## config.mk

```make
export PLATFORM = sky130hd
export DESIGN_NAME = eu_iqueue
export DESIGN_NICKNAME = d
export VERILOG_FILES = /design/src/rtl/eu_iqueue.sv
export SDC_FILE = /design/constraint.sdc
export NUM_CORES = 1
export LEC_CHECK = 0
export BUFFER_PORTS_ARGS = -buffer_cell sky130_fd_sc_hd__buf_2
export CAP_MARGIN = 0
export CORE_MARGIN = 5
export CORE_UTILIZATION = 45
export CTS_BUF_LIST = sky130_fd_sc_hd__clkbuf_2
export DETAILED_ROUTE_END_ITERATION = 7
export MAX_ROUTING_LAYER = met4
export PLACE_DENSITY = 0.63
export SETUP_SLACK_MARGIN = 0.4
export SYNTH_ARGS = -nofsm -noshare
export SYNTH_HDL_FRONTEND = slang
export SYNTH_SLANG_ARGS = --single-unit
```

## constraint.sdc

```tcl
create_clock -name clk -period 5.77 [get_ports clk]
set_input_delay 1.154 -clock clk [delete_from_list [all_inputs] [get_ports clk]]
set_output_delay 1.154 -clock clk [all_outputs]
set_load 0.03 [all_outputs]
```

## src/rtl/eu_iqueue.sv

```systemverilog
// eu_iqueue: per-execution-unit instruction queue.
// Circular FIFO of type_iqueue_entry between dispatch/rename and one EU,
// presenting the oldest entry on a valid/ready handshake in program order,
// with a synchronous flush for pipeline squash.
// Optional feature: define EU_IQUEUE_BYPASS_EN to let an empty queue pass an
// incoming instruction straight through to the EU in the same cycle.

package eu_iqueue_pkg;

    typedef struct packed {
        logic [7:0]  tag;
        logic [3:0]  opcode;
        logic [15:0] payload;
    } type_iqueue_entry;

endpackage

module eu_iqueue
    import eu_iqueue_pkg::*;
#(
    parameter int DEPTH = 8
) (
    input  logic                     clk,
    input  logic                     reset_n,
    input  type_iqueue_entry         enq_instr_i,
    input  logic                     enq_valid_i,
    output logic                     enq_ready_o,
    output type_iqueue_entry         dispatched_instr_o,
    output logic                     dispatched_instr_valid_o,
    input  logic                     eu_ready_i,
    input  logic                     flush_i,
    output logic [$clog2(DEPTH):0]   count_o,
    output logic                     full_o,
    output logic                     empty_o
);

    localparam int PTR_W = $clog2(DEPTH);
    localparam int CNT_W = PTR_W + 1;
    localparam logic [CNT_W-1:0] FULL_COUNT = CNT_W'(DEPTH);

    type_iqueue_entry mem [DEPTH];

    logic [PTR_W-1:0] wr_ptr;
    logic [PTR_W-1:0] rd_ptr;
    logic [CNT_W-1:0] count;
    logic [CNT_W-1:0] count_next;

    logic empty;
    logic full;
    logic enq_fire;
    logic deq_fire;
    logic write_en;
    logic pop_en;

    // Separate occupancy counter keeps full and empty unambiguous when the
    // pointers are equal.
    assign empty = (count == '0);
    assign full  = (count == FULL_COUNT);

    assign empty_o = empty;
    assign full_o  = full;
    assign count_o = count;

    // Ready depends only on registered occupancy: a dispatch in the same
    // cycle does not open a slot until the next cycle.
    assign enq_ready_o = !full;

`ifdef EU_IQUEUE_BYPASS_EN
    // An empty queue forwards the incoming instruction combinationally.
    assign dispatched_instr_valid_o = (!empty || enq_valid_i) && !flush_i;
    assign dispatched_instr_o       = empty ? enq_instr_i : mem[rd_ptr];
`else
    assign dispatched_instr_valid_o = !empty && !flush_i;
    assign dispatched_instr_o       = mem[rd_ptr];
`endif

    assign enq_fire = enq_valid_i && !full && !flush_i;
    assign deq_fire = dispatched_instr_valid_o && eu_ready_i;

    // Only a dispatch out of storage advances the read side; a bypassed
    // entry never touched the array.
    assign pop_en = deq_fire && !empty;

`ifdef EU_IQUEUE_BYPASS_EN
    // An entry the EU takes straight through is not written.
    assign write_en = enq_fire && !(empty && deq_fire);
`else
    assign write_en = enq_fire;
`endif

    // Next occupancy: flush clears, simultaneous push and pop cancel out.
    always_comb begin
        // NOTE: assigning a default first keeps every path covered, so no latch is inferred.
        count_next = count;
        if (flush_i) begin
            count_next = '0;
        end else begin
            case ({write_en, pop_en})
                2'b10:   count_next = count + CNT_W'(1);
                2'b01:   count_next = count - CNT_W'(1);
                default: count_next = count;
            endcase
        end
    end

    // Pointer and occupancy registers; flush and reset both return to origin.
    always_ff @(posedge clk or negedge reset_n) begin
        if (!reset_n) begin
            // NOTE: non-blocking assignments in clocked blocks so every register samples pre-edge values.
            wr_ptr <= '0;
            rd_ptr <= '0;
            count  <= '0;
        end else begin
            count <= count_next;
            if (flush_i) begin
                wr_ptr <= '0;
                rd_ptr <= '0;
            end else begin
                if (write_en) wr_ptr <= wr_ptr + PTR_W'(1);
                if (pop_en)   rd_ptr <= rd_ptr + PTR_W'(1);
            end
        end
    end

    // Entry storage write port.
    always_ff @(posedge clk) begin
        // NOTE: the array has no reset; occupancy alone decides which slots are meaningful.
        if (write_en) mem[wr_ptr] <= enq_instr_i;
    end

endmodule

```

==> run summary <==
run status = completed
leakage power figure = 3.45 nW
number of failing setup endpoints in the final timing report = 0
class of the tightest hold or removal check = in2async
net switching share of the total power = 29.5%
number of search-and-repair iterations in the first detailed-routing pass = 4
vias in the first global route = 4923
hold buffer count at cts = 0
Slew Viols, Final = 0
Slew HR = 26.4%
global placer's final weighted congestion = 0.762
dominant register cell in the synthesized netlist = sky130_fd_sc_hd__edfxtp_1
floorplan die width = 152 um
CP Class = reg2out
fraction of power consumed by combinational cells = 21.5%
nature of the critical path endpoint = primary output
count of mapped cells out of synthesis = 396
first-pass GRT wire length = 27400 um
Clock Tree Buf Depth = 3
post-synthesis sequential area ratio = 77.0%
total global routing overflow = 0
fin cells = 821
dominant cell by count in the synthesized netlist = sky130_fd_sc_hd__edfxtp_1
Worst EP arrival = 3260 ps
setup repair after global routing missed its margin = false
library cell used as clock root buffer = sky130_fd_sc_hd__clkbuf_2
post-cts repair resize count = 0
YS warnings = 0
Clock Sink Count = 234
total number of vias = 4273
share of power burned in registers = 51.5%
Mapped Nets = 434
final period utilization = 76.5%
Int Pwr = 2.79 mW
starting DRC count in detailed routing = 295
via/cell ratio = 5.20
Synth area leader = sky130_fd_sc_hd__edfxtp_1
Avg Synthesized Cell Area = 22.9 um^2
post-layout minimum cycle time = 4410 ps
cell at the slowest stage of the critical path = sky130_fd_sc_hd__dfrtp_4
Yosys top cell area share = 74.2%
Cell Count Post-Placement = 724
maximum fanout count along the critical path = 46
sw power = 1.17 mW
Fmax = 0.227 GHz
measured slew at the worst slew-check pin = 1100 ps
clock tree from TritonCTS = done
number of unique standard cell types used by synthesis = 36
fraction of final layout cells with drive strength greater than 1 = 47.7%
area of the core = 0.0200 mm^2
fill cell total of the finished layout = 1698
mapped cell area = 0.00906 mm^2
Clock Latency Late Sink = 780 ps
overall routing resource usage = 15.7%
number of buffers inserted by post-CTS setup repair = 0
maximum single-stage delay on the critical path = 1030 ps
pwr/cell area = 384 mW/mm^2
Synth Register Bits = 234
relative contribution of the clock network to total power = 27.0%
final worst clock skew = 52.3 ps
Initial Utilization = 45.2%
hold slack final = 215 ps
peak ir drop on the vdd network = 212 uV
Post-Route Setup TNS = 0 ps
die area = 0.0231 mm^2
ordered cell list for the critical path = buf_4, mux4_2, mux2_2, buf_2
Synth async-reset ratio = 4.27%
top cells by area, synth = sky130_fd_sc_hd__edfxtp_1 74%, sky130_fd_sc_hd__mux4_2 14%, sky130_fd_sc_hd__mux2_2 3.5%
number of flops mapped to enable cells by yosys = 224
Layout area overhead = 13.6%
total count of hold-check failures in the final report = 0
Synth top cells by count = 224 x sky130_fd_sc_hd__edfxtp_1, 56 x sky130_fd_sc_hd__mux4_2, 28 x sky130_fd_sc_hd__mux2_2
io pins = 69
required time of the worst setup path = 4620 ps
number of core rows = 52
H-Tree Level Count = 2
Remaining DRCs = 0
per-cell routed wire length = 20.9 um
startpoint type of the worst setup path = register
reported max-cap violation count = 0
Clock transition at path regs = 130 ps
detailed-placement wirelength estimate = 9580 um
antenna violations before repair = 2
Antenna Violating Nets Remaining = 0
fin nets = 549
number of buffer cells added on primary ports = 68
Inserted Clock Buffers = 55
overall die height = 152 um
Routed WL = 17100 um
largest net degree at the start of global routing = 47
power groups by stage:
stage	combinational [mW]	sequential (mW)	clock, mW
finish	0.850	2.04	1.07
CTS	0.866	2.05	1.11
global route	0.914	2.06	1.20
detailed placement	0.863	2.09	0
floorplan	0.727	1.99	0
global placement	0.851	2.08	0
layer usage:
layer,share of wire (%),track usage (%)
met3,6.7,4.41
met1,42,20.0
met5,0,-
met4,1.4,4.58
met2,50,24.9
placed cells by master (no fill, tap or decap), drive strengths merged, types with 2 or more instances in the layout:
master | synthesis | routed
nor3 | 3 | 3
dfrtp | 10 | 10
nor2 | 13 | 13
clkinv | 0 | 11
mux2 | 28 | 28
nand2 | 7 | 7
mux4 | 56 | 56
diode | 0 | 2
a21oi | 3 | 3
and2 | 2 | 2
ha | 4 | 4
mux2i | 3 | 3
bufinv | 0 | 2
nor4 | 2 | 2
xor2 | 4 | 4
clkbuf | 9 | 81
inv | 1 | 2
buf | 9 | 76
edfxtp | 224 | 224
xnor2 | 4 | 4
path summary, 6_finish.rpt:
path	startpoint	end	slack (ps)	cells after the start
setup / recovery	rd_ptr[0]$_DFFE_PN0P_	dispatched_instr_o[24]	1360	4
hold / removal	reset_n	wr_ptr[1]$_DFFE_PN0P_	220	1
setup reg to reg	count_o[1]$_DFFE_PN0P_	count_o[3]$_DFFE_PN0P_	2900	9
hold reg to reg	count_o[3]$_DFFE_PN0P_	count_o[3]$_DFFE_PN0P_	590	1
max in group asynchronous	reset_n	wr_ptr[0]$_DFFE_PN0P_	5320	1
min in group clk	count_o[3]$_DFFE_PN0P_	count_o[3]$_DFFE_PN0P_	590	1
stage by stage:
| step | worst slack [ps] | total power [mW] | instance area [um^2] | utilization (%) |
|---|---|---|---|---|
| after floorplan | 881 | 2.72 | 9060 | - |
| after global placement | 2080 | 2.93 | 9780 | 48.8 |
| after detailed placement | 2060 | 2.95 | 9780 | 48.8 |
| after CTS | 1160 | 4.02 | 10300 | 51.3 |
| after global routing | 1000 | 4.18 | 10300 | 51.4 |
| final | 1360 | 3.96 | 10300 | 51.4 |
cell type report:
class / count / area (um^2) / area share, %
well taps: 270 / 338 / 3.28
flip-flops and latches: 234 / 6980 / 67.8
repair buffers: 76 / 400 / 3.89
diodes: 2 / 5.00 / 0.0486
inverters: 1 / 3.75 / 0.0365
multi-input cells: 143 / 2050 / 19.9
clock buffers: 81 / 405 / 3.94
clock inverters: 14 / 106 / 1.03
sequential cells by signal, summed over array words and instances (netlist names):
register,flops
mem,224
count_o,4
wr_ptr,3
rd_ptr,3
critical path: cells and delay by family, from the launching register on:
kind	cells	cell delay, ps
DFF	1	1030
buffers and inverters	2	600
muxes	2	820
kinds of logic (layout without fill, tap and decap cells):
kind of cell | Yosys count | count (layout) | synth area share [%]
xor+xnor | 8 | 8 | 0.856
buf+inv | 19 | 172 | 0.925
flops | 234 | 234 | 77.0
compound gates | 8 | 8 | 0.607
simple gates | 35 | 35 | 2.14
other cells | 0 | 2 | 0
mux | 87 | 87 | 17.7
fa+ha+maj | 5 | 5 | 0.773
Note: power is estimated with default switching activity, not from simulation.
